File: src/rtl/stopwatch_pkg.sv
// -----------------------------------------------------------------------------
// stopwatch_pkg
// Definitions shared by the stopwatch controller and the display block that
// decodes timer_State.
//   ST_IDLE / ST_RUN / ST_PAUSE / ST_LAP : 2-bit FSM state encodings
//   TICK_HZ_DEFAULT                      : default count tick rate (1/100 s)
//   is_counting()                        : true in the states where time advances
// -----------------------------------------------------------------------------
package stopwatch_pkg;

    localparam logic [1:0] ST_IDLE  = 2'd0;
    localparam logic [1:0] ST_RUN   = 2'd1;
    localparam logic [1:0] ST_PAUSE = 2'd2;
    localparam logic [1:0] ST_LAP   = 2'd3;

    localparam int TICK_HZ_DEFAULT = 100;

    // Lap mode keeps counting underneath the frozen display.
    function automatic logic is_counting(input logic [1:0] state);
        return (state == ST_RUN) || (state == ST_LAP);
    endfunction

endpackage

File: src/rtl/button_edge_sync.sv
// -----------------------------------------------------------------------------
// button_edge_sync
// Brings a raw, asynchronous button level into the clock domain and turns each
// press into a single-cycle registered pulse.
//   clock       : system clock, rising edge
//   reset       : asynchronous, active-high
//   button_in   : raw button level, active-high
//   press_pulse : one-cycle pulse, registered two edges after the edge that
//                 first samples the button high; a held button gives one pulse
// -----------------------------------------------------------------------------
module button_edge_sync (
    input  logic clock,
    input  logic reset,
    input  logic button_in,
    output logic press_pulse
);

    logic sync1_q, sync1_d;
    logic sync2_q, sync2_d;
    logic prev_q,  prev_d;
    logic pulse_q, pulse_d;

    always_comb begin
        sync1_d = button_in;
        sync2_d = sync1_q;
        prev_d  = sync2_q;
        // Rising edge of the synchronised level, registered so the FSM never
        // sees a combinational path from the button.
        pulse_d = sync2_q & ~prev_q;
    end

    // NOTE: sequential state uses non-blocking assignments so every flop
    // samples the pre-edge value of its neighbour; blocking here would collapse
    // the synchroniser chain into a single stage.
    always_ff @(posedge clock or posedge reset) begin
        if (reset) begin
            sync1_q <= 1'b0;
            sync2_q <= 1'b0;
            prev_q  <= 1'b0;
            pulse_q <= 1'b0;
        end else begin
            sync1_q <= sync1_d;
            sync2_q <= sync2_d;
            prev_q  <= prev_d;
            pulse_q <= pulse_d;
        end
    end

    assign press_pulse = pulse_q;

endmodule

File: src/rtl/stopwatch_controller.sv
// -----------------------------------------------------------------------------
// stopwatch_controller
// Control FSM for the BCD counter chain: derives the count tick, conditions the
// two buttons and sequences IDLE / RUN / PAUSE / LAP.
//   clock          : system clock, rising edge
//   reset          : asynchronous, active-high
//   start_Stop     : raw start/stop button level
//   lap_Reset      : raw lap/reset button level
//   count_Enable   : one-cycle tick to the least-significant BCD counter
//   clear_Counters : one-cycle clear pulse to every BCD counter
//   display_Hold   : high while the display latches are frozen (LAP)
//   timer_State    : current FSM state encoding
// -----------------------------------------------------------------------------
module stopwatch_controller
    import stopwatch_pkg::*;
#(
    parameter int CLOCK_HZ = 50000000,
    parameter int TICK_HZ  = TICK_HZ_DEFAULT
) (
    input  logic       clock,
    input  logic       reset,
    input  logic       start_Stop,
    input  logic       lap_Reset,
    output logic       count_Enable,
    output logic       clear_Counters,
    output logic       display_Hold,
    output logic [1:0] timer_State
);

    localparam int DIV = CLOCK_HZ / TICK_HZ;
    localparam int PW  = (DIV < 2) ? 1 : $clog2(DIV);
    localparam logic [PW-1:0] PRESC_MAX = PW'(DIV - 1);

    generate
        if (DIV < 2) begin : g_div_check
            $error("stopwatch_controller: CLOCK_HZ/TICK_HZ must be at least 2");
        end
    endgenerate

    logic start_ev;
    logic lap_pulse;
    logic lap_ev;

    button_edge_sync u_start_sync (
        .clock       (clock),
        .reset       (reset),
        .button_in   (start_Stop),
        .press_pulse (start_ev)
    );

    button_edge_sync u_lap_sync (
        .clock       (clock),
        .reset       (reset),
        .button_in   (lap_Reset),
        .press_pulse (lap_pulse)
    );

    // Start has priority: a lap press in the same cycle is dropped.
    assign lap_ev = lap_pulse & ~start_ev;

    logic [1:0]    state_q,        state_d;
    logic [PW-1:0] presc_q,        presc_d;
    logic          count_enable_q, count_enable_d;
    logic          clear_q,        clear_d;
    logic          hold_q,         hold_d;
    logic          init_done_q,    init_done_d;

    always_comb begin
        // NOTE: every signal assigned here gets a default first so no path
        // leaves it unassigned, which would otherwise infer a latch.
        state_d        = state_q;
        presc_d        = presc_q;
        count_enable_d = 1'b0;
        // The first edge after reset issues the power-on clear.
        clear_d        = ~init_done_q;
        init_done_d    = 1'b1;

        case (state_q)
            ST_IDLE: begin
                if (start_ev) begin
                    state_d = ST_RUN;
                    presc_d = '0;
                end else if (lap_ev) begin
                    clear_d = 1'b1;
                end
            end
            ST_RUN: begin
                if (start_ev)    state_d = ST_PAUSE;
                else if (lap_ev) state_d = ST_LAP;
            end
            ST_LAP: begin
                if (start_ev)    state_d = ST_PAUSE;
                else if (lap_ev) state_d = ST_RUN;
            end
            ST_PAUSE: begin
                // Resume keeps the held prescaler so no fraction of a tick is lost.
                if (start_ev) begin
                    state_d = ST_RUN;
                end else if (lap_ev) begin
                    state_d = ST_IDLE;
                    clear_d = 1'b1;
                    presc_d = '0;
                end
            end
            default: state_d = ST_IDLE;
        endcase

        // Advance only while counting both before and after this edge: the edge
        // into PAUSE freezes the prescaler, so a pending wrap is deferred to
        // the first cycle back in RUN instead of being lost.
        if (is_counting(state_q) && is_counting(state_d)) begin
            if (presc_q == PRESC_MAX) begin
                presc_d        = '0;
                count_enable_d = 1'b1;
            end else begin
                presc_d = presc_q + 1'b1;
            end
        end

        hold_d = (state_d == ST_LAP);
    end

    always_ff @(posedge clock or posedge reset) begin
        if (reset) begin
            state_q        <= ST_IDLE;
            presc_q        <= '0;
            count_enable_q <= 1'b0;
            clear_q        <= 1'b0;
            hold_q         <= 1'b0;
            init_done_q    <= 1'b0;
        end else begin
            state_q        <= state_d;
            presc_q        <= presc_d;
            count_enable_q <= count_enable_d;
            clear_q        <= clear_d;
            hold_q         <= hold_d;
            init_done_q    <= init_done_d;
        end
    end

    assign count_Enable   = count_enable_q;
    assign clear_Counters = clear_q;
    assign display_Hold   = hold_q;
    assign timer_State    = state_q;

endmodule
File: config.mk
export PLATFORM = sky130hd
export DESIGN_NAME = stopwatch_controller
export DESIGN_NICKNAME = d
export VERILOG_FILES = /design/src/rtl/stopwatch_pkg.sv /design/src/rtl/button_edge_sync.sv /design/src/rtl/stopwatch_controller.sv
export SDC_FILE = /design/constraint.sdc
export NUM_CORES = 1
export LEC_CHECK = 0
export CAP_MARGIN = 10
export CORE_ASPECT_RATIO = 1.25
export CORE_UTILIZATION = 35
export CTS_CLUSTER_SIZE = 16
export DETAILED_ROUTE_END_ITERATION = 16
export PLACE_DENSITY = 0.6
export SYNTH_ARGS = -nofsm -noshare
export SYNTH_HDL_FRONTEND = slang
export SYNTH_HIERARCHICAL = 1
export SYNTH_SLANG_ARGS = --single-unit
File: constraint.sdc
create_clock -name clock -period 2.4 [get_ports clock]
set_input_delay 0.6 -clock clock [delete_from_list [all_inputs] [get_ports clock]]
set_output_delay 0.6 -clock clock [all_outputs]
set_load 0.02 [all_outputs]
==> summary.txt, run 1 <==
Clock tree
  – Total CTS buffers: 5
  – TritonCTS Sinks: 33
  – Root Buffer: clkbuf_8
  – Worst skew pair latency: 280 ps
  – Clock slew at reported path FFs: ~70 ps
  – Htree depth: 2
  – # resized after CTS: 0
  – Post-CTS setup buffer count: 0
  – Clock tree buffer depth: 2
  – CTS tree: built
  – # hold bufs at CTS: 0

Final layout
  – Layout area overhead: 14.81%
  – Most frequent cells in the layout: dfrtp_1, nand2_1, nand3_1, o21ai_0, clkdlybuf4s50_1
  – Top reg by flops: presc_q
  – Commonest non-fill, non-tap cell in the layout: dfrtp_1
  – Register area: 825.8 sq um
  – Max reg flops: 19
  – Fraction of layout cells with a size suffix above 1: 0.1257
  – Number of fill cells in the layout: 438
  – Final net count: 180
  – Design area: 0.001843 sq mm
  – Multi-input gate area: 733.2 sq um
  – Ant diodes: 0

Place
  – Placed cell area: around 0.0018 sq mm
  – Port bufs: 8
  – Placer Congestion: 0.8261
  – DP HPWL: between 2000 and 2500 um

Die
  – Core area: about 0.0044 sq mm
  – Starting Density: 0.3655
  – Die width: 62.58 um
  – Die area: 0.004863 sq mm
  – # rows: 27
  – Die Ht: a little under 80 um
  – Number of I/O pins: 9

STA
  – Worst clock skew: 8.094 ps
  – Period minus WS final: 2090 ps
  – Unrepaired setup endpoints after global routing: false
  – Final Hold Viols: 0
  – Slew headroom: 0.6403
  – Final Cycle Share: 0.8708
  – Fmax: ~0.48 GHz
  – Finish-stage setup viols: 0
  – Final setup TNS: 0 ps
  – Worst Tran Pin Value: approximately 540 ps
  – Max Slew Vio Count: 0

Synthesis
  – Syn Nets: 167
  – FFs w/ async S/R, synth: 1.000
  – Register area share after synthesis: 0.5144
  – Mapped cell area: between 0.0015 and 0.002 sq mm
  – Yosys warnings: 6
  – Number of synthesized flops with an enable pin: 0
  – Synthesized flop and latch total: 33
  – Syn avg cell area: 9.909 sq um
  – Synth unique cells: 43
  – Syn Inst Count: 162
  – Ys flop type: dfrtp_1

Worst setup path
  – Worst r2r dst: presc_q[18]
  – CP Buf/Inv Count: 1
  – Critical Path End: presc_q[18]
  – WP data required: about 2600 ps
  – Critical-path maximum fanout: 9
  – CP Launch Type: flip-flop
  – Max incr delay on CP: 450 ps
  – Reg2Reg Depth: 6
  – Worst setup startpoint: presc_q[11]
  – Arrival time at the worst endpoint: about 2300 ps
  – Critical register-to-register path startpoint: presc_q[11]
  – Critical path depth: 6
  – Flop-to-flop setup slack: 310 ps
  – Max stage delay cell, worst path: dfrtp_1
  – CP top delay family: compound AO/OA/AOI/OAI gates
  – Worst setup EP type: flip-flop
  – Cell Chain, Critical Path: nor4b_2 > nand4_2 > o31ai_4 > buf_4 > a21oi_1 > a211o_1
  – Crit Path Class: reg -> reg

GRT
  – First-pass GRT wire length: 5658 um
  – Largest net degree at the start of global routing: 26
  – Congestion Overflow GR: 0
  – Gr usage total: 0.1493
  – Initial antenna violation count: 0
  – Vias in the first global route: 1215

Detailed routing
  – Vias per std cell: 5.279
  – Total Wirelength: 3132 um
  – DR iter-0 viols: 24
  – Routed length per placed instance: approximately 13 um
  – DR pass1 iterations: 4
  – Vias: approximately 1200
  – Post-route ant nets: 0
  – DRC: 0

Pwr
  – Pwr dens: between 600 and 700 mW/mm^2
  – Leakage: 0.0008040 uW
  – Design Power: approximately 1300 uW
  – Maximum vdd drop: 0.4815 mV

Hold path
  – Hold/Removal Path Class: reg -> reg

Run status
  – Status: complete, no violations

Run
  – Maxcap violations: 0
[area by class of cell]
type | instances | area share
inverter | 6 | 0.01222
timing repair buffer | 11 | 0.05567
multi-input combinational | 118 | 0.3978
clock buffer | 7 | 0.04684
tap | 58 | 0.03938
sequential | 33 | 0.4481
[Yosys cell counts (3+ instances only)]
library cell	instances	area, sq um
a22o_2	3	30.03
a21o_1	4	30.03
nand2b_1	3	18.77
nand2_1	20	75.07
dfrtp_1	33	825.8
inv_1	6	22.52
nor3_1	6	30.03
a21oi_1	7	35.03
o21ai_1	3	15.01
nor2_1	6	22.52
nor4_1	4	25.02
or3_1	5	31.28
nand3_1	13	65.06
and2_1	3	18.77
o21ai_0	12	60.06
[routing by layer]
layer / vias to the layer above / global-route usage / routed length (um)
met5: - / 0 / 0
met3: 7 / 0.03824 / 85
met2: 19 / 0.2500 / 1574
met1: 604 / 0.1823 / 1405
met4: 0 / 0.05814 / 67
li1: 600 / - / -
[kinds of logic (layout without fill, tap and decap cells)]
kind of cell,count (synthesis),count (layout),synth area share
other,1,1,0.002336
AO/OA/AOI/OAI,35,35,0.1450
flip-flops,33,33,0.5144
buffers and inverters,11,24,0.02884
AND/OR/NAND/NOR,79,79,0.2907
adder cells (fa/ha/maj),1,1,0.007793
XOR/XNOR,2,2,0.01091
[metrics by stage]
step | hold WS, ps | worst slack (ps) | cells | util
2_1_floorplan | 331.2 | 611.8 | 162 | -
3_3_place_gp | 343.9 | 387.5 | 226 | 0.4000
3_5_place_dp | 338.0 | 341.5 | 226 | 0.4000
4_1_cts | 354.2 | 326.3 | 233 | 0.4197
5_1_grt | 366.3 | 173.9 | 233 | 0.4197
6_report | 351.2 | 310.0 | 233 | 0.4197
[power by group]
| group | total [uW] | switching (uW) | internal, uW | leakage (uW) |
|---|---|---|---|---|
| clock | 413 | 186 | 227 | 0.0000443 |
| combinational | 214 | 126 | 87.9 | 0.000326 |
| sequential | 648 | 49.6 | 599 | 0.000433 |
[worst min-delay path by stage]
| stage | slack (ps) | endpoint | depth (start not counted) | start |
|---|---|---|---|---|
| floorplan | 330 | u_lap_sync/prev_d | 0 | u_lap_sync/sync1_q |
| global placement | 340 | u_start_sync/prev_d | 0 | u_start_sync/sync1_q |
| detailed placement | 340 | u_lap_sync/prev_d | 0 | u_lap_sync/sync1_q |
| CTS | 350 | u_start_sync/prev_d | 0 | u_start_sync/sync1_q |
| global route | 370 | u_start_sync/prev_d | 0 | u_start_sync/sync1_q |
| finish | 350 | u_start_sync/prev_d | 0 | u_start_sync/sync1_q |
No activity file was read; power rests on OpenSTA's default activity.
==> run 2, diff against run 1 <==
--- a/config.mk
+++ b/config.mk
@@ -5,6 +5,7 @@
 export SDC_FILE = /design/constraint.sdc
 export NUM_CORES = 1
 export LEC_CHECK = 0
+export ABC_CLOCK_PERIOD_IN_PS = 2400
 export CAP_MARGIN = 10
 export CORE_ASPECT_RATIO = 1.25
 export CORE_UTILIZATION = 35
==> results of run 2 <==
Same layout as run 1: the final DEF is identical, and so are final timing and power.
==> run 3, diff against run 2 <==
--- a/config.mk
+++ b/config.mk
@@ -5,13 +5,13 @@
 export SDC_FILE = /design/constraint.sdc
 export NUM_CORES = 1
 export LEC_CHECK = 0
-export ABC_CLOCK_PERIOD_IN_PS = 2400
+export ABC_CLOCK_PERIOD_IN_PS = 1700
 export CAP_MARGIN = 10
 export CORE_ASPECT_RATIO = 1.25
 export CORE_UTILIZATION = 35
 export CTS_CLUSTER_SIZE = 16
 export DETAILED_ROUTE_END_ITERATION = 16
-export PLACE_DENSITY = 0.6
+export PLACE_DENSITY = 0.62
 export SYNTH_ARGS = -nofsm -noshare
 export SYNTH_HDL_FRONTEND = slang
 export SYNTH_HIERARCHICAL = 1
==> constraint.sdc (replaced) <==
create_clock -name clock -period 1.7 [get_ports clock]
set_input_delay 0.425 -clock clock [delete_from_list [all_inputs] [get_ports clock]]
set_output_delay 0.425 -clock clock [all_outputs]
set_load 0.02 [all_outputs]
==> summary.txt, run 3 (synthesis results as in run 1) <==
STA
  – Final Cycle Share: 1.053 (+0.1824)
  – Worst clock skew: 9.112 ps (+1.018 ps)
  – Finish-stage setup viols: 4 (+4)
  – Max Slew Vio Count: 0 (unchanged)
  – Unrepaired setup endpoints after global routing: true
  – Final worst setup slack: -90.46 ps (-400.5 ps)
  – Fmax: 0.5585 GHz (+17%)
  – Final Hold Viols: 0 (unchanged)
  – Hold Slack: 360.3 ps (+9.087 ps)
  – Period minus WS final: 1790 ps (-299.5 ps)

Pwr
  – Leakage: 0.0009471 uW (+18%)
  – Sequential Power Share: 0.472 (-0.036)
  – Pwr dens: 925.9 mW/mm^2 (+34%)
  – Maximum vdd drop: 0.4824 mV (+0.18%)
  – Net Sw Power: 570.3 uW (+58%)
  – Clock power frac: 0.296 (-0.028)
  – Int Pwr: 1339 uW (+46%)
  – Sw frac: 0.2987 (+0.01537)
  – Combinational Power Share: 0.232 (+0.064)

Worst setup path
  – CP Launch Type: flip-flop
  – WP data required: 1880 ps (-680 ps)
  – Worst setup EP type: flip-flop
  – Arrival time at the worst endpoint: 1970 ps (-280 ps)
  – Crit Path Class: reg -> reg
  – Flop-to-flop setup slack: -90 ps (-400 ps)
  – Critical-path maximum fanout: 7 (-2)
  – Worst setup startpoint: presc_q[9]
  – Critical register-to-register path startpoint: presc_q[9]

GRT
  – Gr usage total: 0.1601 (+0.01079)
  – Congestion Overflow GR: 0 (unchanged)
  – M2 GR Usage: 0.2750 (+0.02500)
  – Largest net degree at the start of global routing: 26 (unchanged)
  – Most Crowded Layer GR: met2
  – Met1 usage: 0.1846 (+0.002227)
  – Vias in the first global route: 1334 (+9.8%)
  – Initial antenna violation count: 0 (unchanged)
  – M3 GR Usage: 0.04118 (+0.002941)
  – First-pass GRT wire length: 6009 um (+6.2%)

Hold path
  – Hold_sp: u_start_sync/sync1_q
  – Hold/Removal Path Class: reg -> reg

Die
  – Starting Density: 0.3655 (unchanged)
  – Die width: 62.58 um (unchanged)
  – Die area: 0.004863 sq mm (unchanged)
  – Die Ht: 77.72 um (unchanged)
  – Number of I/O pins: 9 (unchanged)
  – Core area: 0.004392 sq mm (unchanged)
  – # rows: 27 (unchanged)

Clock tree
  – TritonCTS Sinks: 33 (unchanged)
  – CTS tree: built
  – # hold bufs at CTS: 0 (unchanged)
  – Worst skew pair latency: 280 ps (about the same)
  – Root Buffer: clkbuf_8
  – Htree depth: 2 (unchanged)
  – Clock tree buffer depth: 2 (unchanged)
  – Clock slew at reported path FFs: 70 ps (about the same)
  – Total CTS buffers: 5 (unchanged)

Final layout
  – Commonest non-fill, non-tap cell in the layout: dfrtp_1
  – Max reg flops: 19 (unchanged)
  – Top reg by flops: presc_q
  – Number of fill cells in the layout: 439 (+0.23%)
  – Design area: 0.002062 sq mm (+12%)
  – Fraction of layout cells with a size suffix above 1: 0.2587 (+0.1330)
  – Final net count: 205 (+14%)
  – Most frequent cells in the layout: dfrtp_1, buf_4, nand2_1, nand3_1, o21ai_0
  – Ant diodes: 0 (unchanged)
  – Layout area overhead: 28.45%
  – Final Non-Filler Cells: 259 (+11%)
  – Post-layout util: 0.4695 (+0.04986)

Detailed routing
  – Post-route ant nets: 0 (unchanged)
  – DRC: 0 (unchanged)
  – Routed length per placed instance: 13.83 um (+2.9%)
  – Vias: 1321 (+7.4%)
  – DR iter-0 viols: 58 (+140%)
  – DR pass1 iterations: 5 (+1)
  – Total Wirelength: 3582 um (+14%)
  – Vias per std cell: 5.100 (-3.4%)

Place
  – Placer Congestion: 0.8366 (+1.3%)
  – Placed cell area: 0.001922 sq mm (+9.4%)
  – Dpl cells: 248 (+9.7%)
  – DP HPWL: 2580 um (+15%)
  – Port bufs: 8 (unchanged)

Run
  – Maxcap violations: 0 (unchanged)

Run status
  – Status: complete, but fails checks
  – Failing checks: setup timing
## run 3: cell types whose count changed in the layout (fill, tap and decap cells not counted), sizes merged
cell / change
clkbuf: -2
dlygate4sd2: +2
clkinvlp: +1
clkinv: +2
clkdlybuf4s50: -2
buf: +25
## run 3: through the flow
step / TNS, ps / worst slack, ps / power [uW]
2_1_floorplan: -37.80 / -37.80 / 1119
3_3_place_gp: -253.0 / -84.10 / 1298
3_5_place_dp: -310.1 / -81.14 / 1311
4_1_cts: -215.1 / -83.73 / 1901
5_1_grt: -943.4 / -179.3 / 2028
6_report: -195.5 / -90.46 / 1909
## run 3: power groups by stage
stage          combinational, uW  clock [uW]  sequential, uW
6_report                     443         565             902
5_1_grt                      484         633             911
4_1_cts                      409         592             901
3_5_place_dp                 395           0             916
3_3_place_gp                 386           0             911
2_1_floorplan                187           0             932
## run 3: what timing repair did
action,CTS,global route
endpoints found under the setup margin,10,11
resized for setup,9,3
buffers inserted,1,2
endpoints found under the hold margin,0,0
pin swaps,2,1
## run 3: routing by layer
metal	up-vias	wire, um
li1	654	-
met1	644	1557
met2	19	1906
met3	4	86
met4	0	31
met5	-	0
## run 3: layout make-up
| class | instances | area [sq um] | share of cell area |
|---|---|---|---|
| clock buffers | 5 | 68.82 | 0.03337 |
| well taps | 58 | 72.57 | 0.03519 |
| repair buffers | 36 | 299.0 | 0.1450 |
| multi-input cells | 118 | 755.7 | 0.3665 |
| inverters | 6 | 22.52 | 0.01092 |
| clock inverters | 3 | 17.52 | 0.008495 |
| flip-flops and latches | 33 | 825.8 | 0.4005 |
## run 3: worst paths after layout
check / endpoint / cells after the start
hold / removal: u_start_sync/prev_d / 0
min in group asynchronous: u_lap_sync/prev_d / 2
setup / recovery: presc_q[7] / 6
setup reg to reg: presc_q[7] / 6
hold reg to reg: u_start_sync/prev_d / 0
max in group asynchronous: presc_q[2] / 3
## run 3: critical path, cell delays in order, from the launching register on
cell and delay [ps]:
dfrtp_1 410, nor4b_4 300, nand4_2 200, o31ai_4 240, buf_4 190, o21ai_0 90
a22o_2 260
